===== src/rtl/mouse_master_sm_if.sv =====
// PS/2 host link between the mouse sequencer and its transmitter/receiver.
// master: sequencer side (drives SEND_BYTE/BYTE_TO_SEND/READ_ENABLE).
interface mouse_master_sm_if;
  logic       SEND_BYTE;
  logic [7:0] BYTE_TO_SEND;
  logic       BYTE_SENT;
  logic       READ_ENABLE;
  logic [7:0] BYTE_READ;
  logic [1:0] BYTE_ERROR_CODE;
  logic       BYTE_READY;

  modport master (
    output SEND_BYTE,
    output BYTE_TO_SEND,
    output READ_ENABLE,
    input  BYTE_SENT,
    input  BYTE_READ,
    input  BYTE_ERROR_CODE,
    input  BYTE_READY
  );

  modport slave (
    input  SEND_BYTE,
    input  BYTE_TO_SEND,
    input  READ_ENABLE,
    output BYTE_SENT,
    output BYTE_READ,
    output BYTE_ERROR_CODE,
    output BYTE_READY
  );
endinterface


===== src/rtl/mouse_master_sm.sv =====
// PS/2 mouse host sequencer: reset/enable handshake, 3-byte packet framing.
// Ports: CLK/RESET, link (tx/rx handshake), MOUSE_* packet regs, IRQ, INIT_DONE.
module mouse_master_sm #(
  parameter int INIT_DELAY   = 5000000,
  parameter int RESP_TIMEOUT = 50000000,
  parameter int PKT_TIMEOUT  = 200000,
  parameter int CNT_W        = 32
) (
  input  logic              CLK,
  input  logic              RESET,
  mouse_master_sm_if.master link,
  output logic [7:0]        MOUSE_STATUS,
  output logic [7:0]        MOUSE_DX,
  output logic [7:0]        MOUSE_DY,
  output logic              SEND_INTERRUPT,
  output logic              INIT_DONE
);

  typedef enum logic [3:0] {
    INIT_WAIT,
    SEND_RST,
    WAIT_RST_SENT,
    ACK_RST,
    SELFTEST,
    ID,
    SEND_EN,
    WAIT_EN_SENT,
    ACK_EN,
    STREAM_S,
    STREAM_X,
    STREAM_Y
  } state_t;

  localparam logic [CNT_W-1:0] INIT_LAST =
    CNT_W'(INIT_DELAY - 1);
  localparam logic [CNT_W-1:0] RESP_LAST =
    CNT_W'(RESP_TIMEOUT - 1);
  localparam logic [CNT_W-1:0] PKT_LAST =
    CNT_W'(PKT_TIMEOUT - 1);

  state_t           state;
  state_t           next_state;
  logic [CNT_W-1:0] timer;

  logic [7:0] shadow_s;
  logic [7:0] shadow_x;
  logic       irq_q;

  logic rdy;
  logic good;
  logic resp_to;
  logic pkt_to;
  logic cap_s;
  logic cap_x;
  logic load;
  logic read_en;
  logic stream;

  assign rdy     = link.BYTE_READY;
  assign good    = rdy && (link.BYTE_ERROR_CODE == 2'b00);
  assign resp_to = (timer == RESP_LAST);
  assign pkt_to  = (timer == PKT_LAST);

  // State register and shared timer; timer restarts on every transition
  always_ff @(posedge CLK) begin
    if (RESET) begin
      state <= INIT_WAIT;
      timer <= '0;
    end else begin
      state <= next_state;
      if (next_state != state)
        timer <= '0;
      else if (timer != '1)
        timer <= timer + 1'b1;
    end
  end

  // Next state; an arriving byte/done always outranks a timeout
  always_comb begin
    next_state = state;
    unique case (state)
      INIT_WAIT:
        if (timer == INIT_LAST) next_state = SEND_RST;
      SEND_RST:
        next_state = WAIT_RST_SENT;
      WAIT_RST_SENT:
        if (link.BYTE_SENT) next_state = ACK_RST;
        else if (resp_to)   next_state = INIT_WAIT;
      ACK_RST:
        if (rdy)
          next_state = (good && link.BYTE_READ == 8'hFA)
                       ? SELFTEST : INIT_WAIT;
        else if (resp_to) next_state = INIT_WAIT;
      SELFTEST:
        if (rdy)
          next_state = (good && link.BYTE_READ == 8'hAA)
                       ? ID : INIT_WAIT;
        else if (resp_to) next_state = INIT_WAIT;
      ID:
        if (rdy)
          next_state = (good && link.BYTE_READ == 8'h00)
                       ? SEND_EN : INIT_WAIT;
        else if (resp_to) next_state = INIT_WAIT;
      SEND_EN:
        next_state = WAIT_EN_SENT;
      WAIT_EN_SENT:
        if (link.BYTE_SENT) next_state = ACK_EN;
        else if (resp_to)   next_state = INIT_WAIT;
      ACK_EN:
        if (rdy)
          next_state = (good && link.BYTE_READ == 8'hFA)
                       ? STREAM_S : INIT_WAIT;
        else if (resp_to) next_state = INIT_WAIT;
      STREAM_S:
        // bit3 is always set in a status byte; use it to resync
        if (good && link.BYTE_READ[3]) next_state = STREAM_X;
      STREAM_X:
        if (rdy)         next_state = good ? STREAM_Y : STREAM_S;
        else if (pkt_to) next_state = STREAM_S;
      STREAM_Y:
        if (rdy)         next_state = STREAM_S;
        else if (pkt_to) next_state = STREAM_S;
      default:
        next_state = INIT_WAIT;
    endcase
  end

  // Moore-style controls and datapath strobes
  always_comb begin
    read_en = 1'b0;
    stream  = 1'b0;
    cap_s   = 1'b0;
    cap_x   = 1'b0;
    load    = 1'b0;
    unique case (state)
      ACK_RST, SELFTEST, ID, ACK_EN:
        read_en = 1'b1;
      STREAM_S: begin
        read_en = 1'b1;
        stream  = 1'b1;
        cap_s   = good && link.BYTE_READ[3];
      end
      STREAM_X: begin
        read_en = 1'b1;
        stream  = 1'b1;
        cap_x   = good;
      end
      STREAM_Y: begin
        read_en = 1'b1;
        stream  = 1'b1;
        load    = good;
      end
      default: ;
    endcase
  end

  assign link.READ_ENABLE = read_en;
  assign INIT_DONE        = stream;

  // Command issue, packet shadowing and output registers
  always_ff @(posedge CLK) begin
    if (RESET) begin
      link.SEND_BYTE    <= 1'b0;
      link.BYTE_TO_SEND <= 8'h00;
      shadow_s          <= 8'h00;
      shadow_x          <= 8'h00;
      MOUSE_STATUS      <= 8'h00;
      MOUSE_DX          <= 8'h00;
      MOUSE_DY          <= 8'h00;
      irq_q             <= 1'b0;
      SEND_INTERRUPT    <= 1'b0;
    end else begin
      link.SEND_BYTE <= (state == SEND_RST) ||
                        (state == SEND_EN);
      // command byte stays put until the next command
      if (state == SEND_RST)
        link.BYTE_TO_SEND <= 8'hFF;
      else if (state == SEND_EN)
        link.BYTE_TO_SEND <= 8'hF4;
      if (cap_s) shadow_s <= link.BYTE_READ;
      if (cap_x) shadow_x <= link.BYTE_READ;
      if (load) begin
        MOUSE_STATUS <= shadow_s;
        MOUSE_DX     <= shadow_x;
        MOUSE_DY     <= link.BYTE_READ;
      end
      irq_q          <= load;
      SEND_INTERRUPT <= irq_q;
    end
  end

endmodule


===== src/flat_wrapper.sv =====
// flat-port wrapper written by rule: the top's interface ports become plain ports
module mouse_master_sm_flat 
#(
  parameter int INIT_DELAY   = 5000000,
  parameter int RESP_TIMEOUT = 50000000,
  parameter int PKT_TIMEOUT  = 200000,
  parameter int CNT_W        = 32
)
  (CLK, RESET, MOUSE_STATUS, MOUSE_DX, MOUSE_DY, SEND_INTERRUPT, INIT_DONE, link_SEND_BYTE, link_BYTE_TO_SEND, link_READ_ENABLE, link_BYTE_SENT, link_BYTE_READ, link_BYTE_ERROR_CODE, link_BYTE_READY);
  mouse_master_sm_if link_i ();
  input  logic CLK;
  input  logic RESET;
  output logic [7:0] MOUSE_STATUS;
  output logic [7:0] MOUSE_DX;
  output logic [7:0] MOUSE_DY;
  output logic SEND_INTERRUPT;
  output logic INIT_DONE;
  output wire logic [$bits(link_i.SEND_BYTE)-1:0] link_SEND_BYTE;
  output wire logic [$bits(link_i.BYTE_TO_SEND)-1:0] link_BYTE_TO_SEND;
  output wire logic [$bits(link_i.READ_ENABLE)-1:0] link_READ_ENABLE;
  input wire logic [$bits(link_i.BYTE_SENT)-1:0] link_BYTE_SENT;
  input wire logic [$bits(link_i.BYTE_READ)-1:0] link_BYTE_READ;
  input wire logic [$bits(link_i.BYTE_ERROR_CODE)-1:0] link_BYTE_ERROR_CODE;
  input wire logic [$bits(link_i.BYTE_READY)-1:0] link_BYTE_READY;
  assign link_SEND_BYTE = link_i.SEND_BYTE;
  assign link_BYTE_TO_SEND = link_i.BYTE_TO_SEND;
  assign link_READ_ENABLE = link_i.READ_ENABLE;
  assign link_i.BYTE_SENT = link_BYTE_SENT;
  assign link_i.BYTE_READ = link_BYTE_READ;
  assign link_i.BYTE_ERROR_CODE = link_BYTE_ERROR_CODE;
  assign link_i.BYTE_READY = link_BYTE_READY;
  mouse_master_sm #(.INIT_DELAY(INIT_DELAY), .RESP_TIMEOUT(RESP_TIMEOUT), .PKT_TIMEOUT(PKT_TIMEOUT), .CNT_W(CNT_W)) u_core (.CLK(CLK), .RESET(RESET), .link(link_i), .MOUSE_STATUS(MOUSE_STATUS), .MOUSE_DX(MOUSE_DX), .MOUSE_DY(MOUSE_DY), .SEND_INTERRUPT(SEND_INTERRUPT), .INIT_DONE(INIT_DONE));
endmodule

===== config.mk =====
export PLATFORM = sky130hd
export DESIGN_NAME = mouse_master_sm_flat
export DESIGN_NICKNAME = d
export VERILOG_FILES = /design/src/rtl/mouse_master_sm_if.sv /design/src/rtl/mouse_master_sm.sv /design/src/flat_wrapper.sv
export SDC_FILE = /design/constraint.sdc
export NUM_CORES = 1
export LEC_CHECK = 0
export ABC_AREA = 1
export BUFFER_PORTS_ARGS = -buffer_cell sky130_fd_sc_hd__buf_2
export CORE_ASPECT_RATIO = 0.9
export CORE_UTILIZATION = 42
export DETAILED_ROUTE_END_ITERATION = 10
export PLACE_DENSITY = 0.72
export SYNTH_ARGS = -nofsm -noshare
export SYNTH_HDL_FRONTEND = slang
export SYNTH_SLANG_ARGS = --single-unit

===== constraint.sdc =====
create_clock -name CLK -period 3 [get_ports CLK]
set_clock_uncertainty 0.05 [all_clocks]
set_input_delay 0 -clock CLK [delete_from_list [all_inputs] [get_ports CLK]]
set_output_delay 0 -clock CLK [all_outputs]
set_load 0.02 [all_outputs]

==> run_summary.xml, run 1 <==
<?xml version="1.0" encoding="UTF-8"?>
<metrics>
  <group name="clocking">
    <metric name="numCtsBuffers" unit="">9</metric>
    <metric name="clock_latency" unit="ns">0.34</metric>
    <metric name="clk_path_buf_depth" unit="">2</metric>
    <metric name="cts.repair.resized" unit="">0</metric>
    <metric name="clock_sinks" unit="">81</metric>
    <metric name="tritoncts" unit="">built</metric>
    <metric name="clk_transition_reported_paths" unit="ns">0.07</metric>
    <metric name="clock_tree.htree_level_count" unit="">3</metric>
    <metric name="clk_root_buffer_cell" unit="">sky130_fd_sc_hd__clkbuf_16</metric>
  </group>
  <group name="sta">
    <metric name="min_period_over_period" unit="">0.813</metric>
    <metric name="achievable-frequency" unit="MHz">410</metric>
    <metric name="max_transition_viols_final" unit="">0</metric>
    <metric name="hold_viol_final" unit="">0</metric>
    <metric name="fin_crit" unit="ns">2.44</metric>
    <metric name="setup_repair_after_global_routing_missed_its_margin" unit="">no</metric>
    <metric name="timing_worst_slew_pin_value" unit="ns">0.691</metric>
    <metric name="smallest_setup_slack_after_layout" unit="ns">0.560</metric>
    <metric name="final_tns_setup" unit="ns">0</metric>
    <metric name="max-slew-margin-rel" unit="">0.536</metric>
    <metric name="report.final.setup_viol" unit="">0</metric>
  </group>
  <group name="hold_path">
    <metric name="timing.hold.worst.class" unit="">in2reg</metric>
    <metric name="timing.hold.worst_path_depth" unit="">3</metric>
  </group>
  <group name="detailed_routing">
    <metric name="detail_route.first_pass.iterations" unit="">5</metric>
    <metric name="via_per_inst" unit="">4.89</metric>
    <metric name="post_drt_wl_per_cell" unit="um">13.2</metric>
    <metric name="drt_drc_violations_left" unit="">0</metric>
    <metric name="detail_route.iter0.violations" unit="">254</metric>
    <metric name="drt_wl_total" unit="um">10900</metric>
    <metric name="detailroute.via_count" unit="">4022</metric>
    <metric name="antenna_violating_nets_post_route" unit="">0</metric>
  </group>
  <group name="setup_path">
    <metric name="crit_type" unit="">reg2reg</metric>
    <metric name="cp_data_arrival_time" unit="ns">2.62</metric>
    <metric name="r2r_path_start" unit="">u_core.timer[0]</metric>
    <metric name="cell_type_with_the_highest_occurrence_count_on_the_critical_path" unit="">sky130_fd_sc_hd__nor2_4</metric>
    <metric name="reg2reg_slack" unit="ns">0.56</metric>
    <metric name="worst-path-stages" unit="">15</metric>
    <metric name="worst_r2r_endpoint" unit="">u_core.timer[3]</metric>
    <metric name="critical_path_capture_point_type" unit="">flop</metric>
    <metric name="crit_path_top_delay_cell" unit="">sky130_fd_sc_hd__dfxtp_1</metric>
    <metric name="critical_path.n_buffers_inverters" unit="">2</metric>
    <metric name="number_of_cells_on_the_worst_reg_to_reg_path" unit="">15</metric>
    <metric name="critical_path.max_stage_delay" unit="ns">0.39</metric>
    <metric name="crit_end" unit="">u_core.timer[3]</metric>
    <metric name="worstSetupStartpoint" unit="">u_core.timer[0]</metric>
    <metric name="worstPathMaxFanout" unit="">14</metric>
    <metric name="worstSetupStartpointType" unit="">flop</metric>
    <metric name="cp.required" unit="ns">3.18</metric>
    <metric name="timing.critical_path.cells" unit="">ha_1 &gt; inv_1 &gt; nor2_4 &gt; nand2_1 &gt; nor2_2 &gt; nand2_2 &gt; nand3_1 &gt; nand3_2 &gt; nor2_4 &gt; nand3_1 &gt; nand2_1 &gt; nand2_2 &gt; nand2_4 &gt; buf_4 &gt; nor2_4</metric>
    <metric name="cpLargestDelayFamily" unit="">simple AND/OR/NAND/NOR gates</metric>
  </group>
  <group name="status">
    <metric name="run_status" unit="">finished clean</metric>
  </group>
  <group name="synthesis">
    <metric name="ys_async_sr_fraction" unit="">0</metric>
    <metric name="synth.most_common_cell" unit="">sky130_fd_sc_hd__nor2_1</metric>
    <metric name="most_used_flip_flop_cell_after_synthesis" unit="">sky130_fd_sc_hd__dfxtp_1</metric>
    <metric name="synth_nets" unit="">653</metric>
    <metric name="post_synth_main_area_contributors" unit="">sky130_fd_sc_hd__dfxtp_1 (36%), sky130_fd_sc_hd__nor2_1 (13%), sky130_fd_sc_hd__nor2_4 (8.5%)</metric>
    <metric name="post-synth-top-area-cell" unit="">sky130_fd_sc_hd__dfxtp_1</metric>
    <metric name="seq_area_frac_synth" unit="">0.362</metric>
    <metric name="post_synth_most_frequent_cells" unit="">sky130_fd_sc_hd__nor2_1 (155), sky130_fd_sc_hd__nand2_1 (99), sky130_fd_sc_hd__dfxtp_1 (81)</metric>
    <metric name="edff_count_synth" unit="">0</metric>
    <metric name="avgSynthCellArea" unit="sq um">7.03</metric>
    <metric name="ys_seq_elements" unit="">81</metric>
    <metric name="synthDistinctLibCells" unit="">37</metric>
    <metric name="syn_area" unit="sq mm">0.00449</metric>
    <metric name="yosysWarningCount" unit="">0</metric>
    <metric name="netlist.area_leader.share" unit="">0.362</metric>
    <metric name="syn_inst" unit="">638</metric>
  </group>
  <group name="final_layout">
    <metric name="num-fill-cells" unit="">1013</metric>
    <metric name="postLayoutCellArea" unit="sq mm">0.00519</metric>
    <metric name="insertedDiodeCount" unit="">0</metric>
    <metric name="regArea" unit="sq mm">0.00162</metric>
    <metric name="finalNonFillerCells" unit="">823</metric>
    <metric name="area_added_between_synthesis_and_finish" unit="%">15.7</metric>
    <metric name="finish.net_count" unit="">704</metric>
    <metric name="multiInputGateArea" unit="sq mm">0.00244</metric>
    <metric name="drive_above_1_share" unit="">0.195</metric>
  </group>
  <group name="floorplan">
    <metric name="core" unit="sq mm">0.0103</metric>
    <metric name="rows" unit="">35</metric>
    <metric name="design.die.area" unit="sq mm">0.0111</metric>
    <metric name="initial_utilization" unit="">0.436</metric>
    <metric name="die_w" unit="um">111</metric>
    <metric name="die_h" unit="um">100</metric>
    <metric name="io-pin-count" unit="">50</metric>
  </group>
  <group name="place">
    <metric name="placed_cells" unit="">799</metric>
    <metric name="weighted_congestion_reported_at_the_end_of_routability_driven_placement" unit="">0.978</metric>
    <metric name="postPlaceCellArea" unit="sq mm">0.00478</metric>
    <metric name="port_buffers" unit="">49</metric>
    <metric name="detailed_place_hpwl" unit="um">8090</metric>
    <metric name="dp_worst_setup_slack" unit="ns">0.568</metric>
  </group>
  <group name="global_routing">
    <metric name="grt_overflow_total" unit="">0</metric>
    <metric name="grt_usage" unit="">0.205</metric>
    <metric name="initial_antenna_violation_count" unit="">0</metric>
    <metric name="grt_start_max_net_pins" unit="">41</metric>
    <metric name="grt_pass1_vias" unit="">3717</metric>
    <metric name="grt_first_pass_wirelength" unit="um">18300</metric>
  </group>
  <group name="flow_run">
    <metric name="maxCapViolations" unit="">0</metric>
  </group>
  <group name="pwr">
    <metric name="irDropWorstVdd" unit="uV">582</metric>
    <metric name="power_leakage" unit="nW">2.16</metric>
    <metric name="power.density_cell_area" unit="mW/mm^2">467</metric>
    <metric name="design_power_total" unit="mW">2.42</metric>
  </group>
</metrics>
[flip-flops by register name, indices dropped and copies added (netlist names)]
signal                    cells
u_core.MOUSE_DY               8
u_core.shadow_s               8
u_core.irq_q                  1
u_core.shadow_x               8
u_core.MOUSE_DX               8
u_core.link.SEND_BYTE         1
u_core.state                  4
u_core.MOUSE_STATUS           8
u_core.timer                 32
u_core.SEND_INTERRUPT         1
u_core.link.BYTE_TO_SEND      2
[cell families (layout without fill, tap and decap cells)]
group / count (synthesis) / count (layout) / synth area share
AND/OR/NAND/NOR: 377 / 377 / 0.420
AO/OA/AOI/OAI: 60 / 60 / 0.0683
buffers and inverters: 92 / 148 / 0.0948
adder cells (fa/ha/maj): 1 / 1 / 0.00279
flip-flops: 81 / 81 / 0.362
XOR/XNOR: 27 / 27 / 0.0527
[layer usage]
metal  up-vias  track usage  share of wire
li1       2091            -              -
met1      1803        0.296           0.50
met2       113        0.313           0.44
met3        15       0.0356          0.055
met4         0       0.0595          0.012
met5         -            0              0
[cells in the final DEF, fill, tap and decap left out, types with 3 or more instances in the layout]
master	n
sky130_fd_sc_hd__nor2_4	34
sky130_fd_sc_hd__dfxtp_1	81
sky130_fd_sc_hd__nand3_1	26
sky130_fd_sc_hd__inv_1	60
sky130_fd_sc_hd__nor3_1	17
sky130_fd_sc_hd__clkbuf_16	9
sky130_fd_sc_hd__dlygate4sd3_1	8
sky130_fd_sc_hd__o21ai_0	41
sky130_fd_sc_hd__nand2_2	11
sky130_fd_sc_hd__buf_2	49
sky130_fd_sc_hd__nand4_1	16
sky130_fd_sc_hd__inv_2	9
sky130_fd_sc_hd__a21oi_1	15
sky130_fd_sc_hd__xor2_1	27
sky130_fd_sc_hd__buf_4	3
sky130_fd_sc_hd__nand2_1	99
sky130_fd_sc_hd__nor2_2	5
sky130_fd_sc_hd__nor2_1	155
[power breakdown]
part,switching (mW),internal [mW]
sequential,0.00401,1.08
combinational,0.0649,0.0351
clock,0.492,0.747
total,0.561,1.86
[per-stage QoR]
stage	utilization	hold WS, ns
after floorplan	-	0.113
after global placement	0.464	0.270
after detailed placement	0.464	0.276
after CTS	0.504	0.00428
after global routing	0.504	0.0320
final	0.504	0.0241
[area by class of cell]
class | count | share of cell area
Clock buffer | 9 | 0.0434
Sequential cell | 81 | 0.313
Clock inverter | 7 | 0.0207
Multi-Input combinational cell | 465 | 0.470
Timing Repair Buffer | 61 | 0.0709
Inverter | 71 | 0.0514
Tap cell | 129 | 0.0311
[worst min-delay path by stage]
stage / startpoint / endpoint
2_1_floorplan: link_BYTE_READ[0] / u_core.shadow_s[0]
3_3_place_gp: RESET / u_core.SEND_INTERRUPT
3_5_place_dp: RESET / u_core.link.SEND_BYTE
4_1_cts: link_BYTE_READ[3] / u_core.MOUSE_DY[3]
5_1_grt: link_BYTE_READ[3] / u_core.MOUSE_DY[3]
6_report: link_BYTE_READ[3] / u_core.MOUSE_DY[3]
[timing repair]
action                    in CTS  in global routing
setup buffers                  0                  0
hold buffers                   8                  0
hold endpoints to repair      28                  0
[worst register-to-register path: cells and delay by family (launching register included)]
family | cells | cell delay [ns]
adder cells (fa/ha/maj) | 1 | 0.20
flip-flops | 1 | 0.39
buffers and inverters | 2 | 0.37
AND/OR/NAND/NOR | 12 | 1.32
No activity file was read; power rests on OpenSTA's default activity.
==> run 2, diff against run 1 <==
--- a/config.mk
+++ b/config.mk
@@ -10,7 +10,7 @@
 export CORE_ASPECT_RATIO = 0.9
 export CORE_UTILIZATION = 42
 export DETAILED_ROUTE_END_ITERATION = 10
-export PLACE_DENSITY = 0.72
+export PLACE_DENSITY = 0.75
 export SYNTH_ARGS = -nofsm -noshare
 export SYNTH_HDL_FRONTEND = slang
 export SYNTH_SLANG_ARGS = --single-unit
==> constraint.sdc (replaced) <==
create_clock -name CLK -period 2.1 [get_ports CLK]
set_clock_uncertainty 0.05 [all_clocks]
set_input_delay 0 -clock CLK [delete_from_list [all_inputs] [get_ports CLK]]
set_output_delay 0 -clock CLK [all_outputs]
set_load 0.02 [all_outputs]
==> run 2 against run 1 <==
Net effect: the flow now finishes with violations (setup timing); cell count is 7.0% higher; critical endpoint is now u_core.timer[1]; sequential power increased by 44%; worst setup slack lost 0.60 ns; critical path type unchanged; largest power group unchanged; die area unchanged; hold slack better by 0.061 ns.
==> run_summary.xml, run 2 (synthesized netlist as in run 1, its figures left out) <==
<?xml version="1.0" encoding="UTF-8"?>
<metrics>
  <group name="status">
    <metric name="run_status" unit="">complete, but fails checks</metric>
    <metric name="failed_checks" unit="">setup timing</metric>
  </group>
  <group name="floorplan">
    <metric name="die_w" unit="um">111</metric>
    <metric name="initial_utilization" unit="">0.436</metric>
    <metric name="core" unit="sq mm">0.0103</metric>
    <metric name="die_h" unit="um">100</metric>
    <metric name="design.die.area" unit="sq mm">0.0111</metric>
    <metric name="rows" unit="">35</metric>
    <metric name="io-pin-count" unit="">50</metric>
  </group>
  <group name="pwr">
    <metric name="irDropWorstVdd" unit="uV">345</metric>
    <metric name="power.density_cell_area" unit="mW/mm^2">594</metric>
    <metric name="power_leakage" unit="nW">2.55</metric>
  </group>
  <group name="sta">
    <metric name="min_period_over_period" unit="">1.02</metric>
    <metric name="report.final.setup_viol" unit="">26</metric>
    <metric name="smallest_setup_slack_after_layout" unit="ns">-0.0393</metric>
    <metric name="setup_repair_after_global_routing_missed_its_margin" unit="">yes</metric>
    <metric name="max-slew-margin-rel" unit="">0.729</metric>
    <metric name="final_tns_setup" unit="ns">-0.589</metric>
    <metric name="max_transition_viols_final" unit="">0</metric>
    <metric name="timing_worst_slew_pin_value" unit="ns">0.404</metric>
    <metric name="fin_crit" unit="ns">2.14</metric>
    <metric name="hold_slack" unit="ns">0.0848</metric>
    <metric name="hold_viol_final" unit="">0</metric>
    <metric name="achievable-frequency" unit="MHz">467</metric>
  </group>
  <group name="setup_path">
    <metric name="critical_path.max_stage_delay" unit="ns">0.35</metric>
    <metric name="cp.required" unit="ns">2.33</metric>
    <metric name="timing.critical_path.cells" unit="">ha_4 &gt; inv_2 &gt; nor2_4 &gt; buf_6 &gt; nand2_2 &gt; nor2_4 &gt; nand2_4 &gt; nand3_2 &gt; nand2_2 &gt; inv_2 &gt; nand2_1 &gt; nand2_1 &gt; nand3_2 &gt; nor2_4 &gt; nand2_4 &gt; buf_4 &gt; buf_16 &gt; nor2_4</metric>
    <metric name="crit_path_top_delay_cell" unit="">sky130_fd_sc_hd__dfxtp_2</metric>
    <metric name="cp_data_arrival_time" unit="ns">2.37</metric>
    <metric name="cell_type_with_the_highest_occurrence_count_on_the_critical_path" unit="">sky130_fd_sc_hd__nor2_4</metric>
    <metric name="worstSetupStartpointType" unit="">flop</metric>
    <metric name="cpLargestDelayFamily" unit="">simple AND/OR/NAND/NOR gates</metric>
    <metric name="crit_type" unit="">reg2reg</metric>
    <metric name="worstPathMaxFanout" unit="">5</metric>
    <metric name="critical_path_capture_point_type" unit="">flop</metric>
    <metric name="critical_path.n_buffers_inverters" unit="">5</metric>
  </group>
  <group name="global_routing">
    <metric name="grt_first_pass_wirelength" unit="um">19700</metric>
    <metric name="initial_antenna_violation_count" unit="">0</metric>
    <metric name="grt_pass1_vias" unit="">4226</metric>
    <metric name="grt_overflow_total" unit="">0</metric>
    <metric name="grt_usage" unit="">0.220</metric>
    <metric name="grt_start_max_net_pins" unit="">41</metric>
  </group>
  <group name="final_layout">
    <metric name="insertedDiodeCount" unit="">0</metric>
    <metric name="largest_reg_flops" unit="">32</metric>
    <metric name="regMostFlops" unit="">u_core.timer</metric>
    <metric name="finish.net_count" unit="">762</metric>
    <metric name="final_common_cell" unit="">sky130_fd_sc_hd__nor2_1</metric>
    <metric name="most-common-layout-cells" unit="">sky130_fd_sc_hd__nor2_1 (147), sky130_fd_sc_hd__nand2_1 (92), sky130_fd_sc_hd__dfxtp_1 (70), sky130_fd_sc_hd__inv_1 (57)</metric>
    <metric name="drive_above_1_share" unit="">0.307</metric>
    <metric name="area_added_between_synthesis_and_finish" unit="%">31.4</metric>
    <metric name="postLayoutCellArea" unit="sq mm">0.00590</metric>
  </group>
  <group name="clocking">
    <metric name="clk_transition_reported_paths" unit="ns">0.06</metric>
    <metric name="tritoncts" unit="">built</metric>
    <metric name="clk_path_buf_depth" unit="">2</metric>
    <metric name="clock_tree.htree_level_count" unit="">3</metric>
    <metric name="numCtsBuffers" unit="">9</metric>
    <metric name="clock_sinks" unit="">81</metric>
    <metric name="clk_root_buffer_cell" unit="">sky130_fd_sc_hd__clkbuf_16</metric>
    <metric name="clock_latency" unit="ns">0.35</metric>
  </group>
  <group name="flow_run">
    <metric name="maxCapViolations" unit="">0</metric>
  </group>
  <group name="detailed_routing">
    <metric name="detailroute.via_count" unit="">4517</metric>
    <metric name="post_drt_wl_per_cell" unit="um">13.8</metric>
    <metric name="antenna_violating_nets_post_route" unit="">0</metric>
    <metric name="drt_drc_violations_left" unit="">0</metric>
    <metric name="drt_wl_total" unit="um">12200</metric>
    <metric name="detail_route.iter0.violations" unit="">308</metric>
    <metric name="detail_route.first_pass.iterations" unit="">5</metric>
    <metric name="via_per_inst" unit="">5.13</metric>
  </group>
  <group name="hold_path">
    <metric name="timing.hold.worst.class" unit="">in2reg</metric>
  </group>
  <group name="place">
    <metric name="postPlaceCellArea" unit="sq mm">0.00514</metric>
    <metric name="weighted_congestion_reported_at_the_end_of_routability_driven_placement" unit="">0.935</metric>
    <metric name="dp_worst_setup_slack" unit="ns">-0.0488</metric>
    <metric name="detailed_place_hpwl" unit="um">8820</metric>
    <metric name="port_buffers" unit="">49</metric>
  </group>
</metrics>
-- run 2: cell types whose count changed in the layout (fill, tap and decap cells not counted), moves of 5 or more --
cell,delta
sky130_fd_sc_hd__nor2_2,+5
sky130_fd_sc_hd__dfxtp_2,+11
sky130_fd_sc_hd__nand2_2,+6
sky130_fd_sc_hd__dfxtp_1,-11
sky130_fd_sc_hd__buf_4,+46
sky130_fd_sc_hd__nor2_1,-8
sky130_fd_sc_hd__nand3_1,-5
sky130_fd_sc_hd__nand2_1,-7
-- run 2: timing repair --
item,in CTS,in global routing
endpoints found under the hold margin,33,0
gates resized for setup,22,32
hold buffers,9,0
pin swaps,10,16
cloned,2,0
setup endpoints to repair,32,32
buffers inserted,4,7
-- run 2: worst paths after layout --
kind | start | endpoint | cells after the start | slack [ns]
setup / recovery | u_core.timer[0] | u_core.timer[1] | 18 | -0.04
hold / removal | link_BYTE_SENT | u_core.state[3] | 5 | 0.08
setup reg to reg | u_core.timer[0] | u_core.timer[1] | 18 | -0.04
hold reg to reg | u_core.irq_q | u_core.SEND_INTERRUPT | 2 | 0.36
-- run 2: area by class of cell --
cell class | count | area [sq um]
fill | 944 | 4400
multi-input combinational | 465 | 2580
sequential | 81 | 1640
timing repair buffer | 119 | 918
inverter | 71 | 267
clock buffer | 9 | 225
tap | 129 | 161
clock inverter | 7 | 111
-- run 2: per-stage QoR --
step / std cells / utilization / total power, mW
2_1_floorplan: 638 / - / 1.68
3_3_place_gp: 843 / 0.500 / 1.72
3_5_place_dp: 843 / 0.500 / 1.73
4_1_cts: 874 / 0.556 / 3.52
5_1_grt: 881 / 0.573 / 3.62
6_report: 881 / 0.573 / 3.50
-- run 2: report_power, final --
part | switching, mW | internal [mW]
clock network | 0.693 | 1.06
logic | 0.111 | 0.0907
registers | 0.00448 | 1.54
-- run 2: per-layer routing --
| metal | vias up | part of all wire | track usage |
|---|---|---|---|
| met5 | - | 0 | 0 |
| met2 | 183 | 0.47 | 0.363 |
| met3 | 30 | 0.070 | 0.0453 |
| met1 | 2084 | 0.44 | 0.285 |
| li1 | 2220 | - | - |
| met4 | 0 | 0.021 | 0.0810 |
-- run 2: tightest hold or removal path: stages --
cell	delay, ns
sky130_fd_sc_hd__buf_2	0.13
sky130_fd_sc_hd__nand4_1	0.11
sky130_fd_sc_hd__nand2_1	0.06
sky130_fd_sc_hd__inv_1	0.07
sky130_fd_sc_hd__a21oi_1	0.06
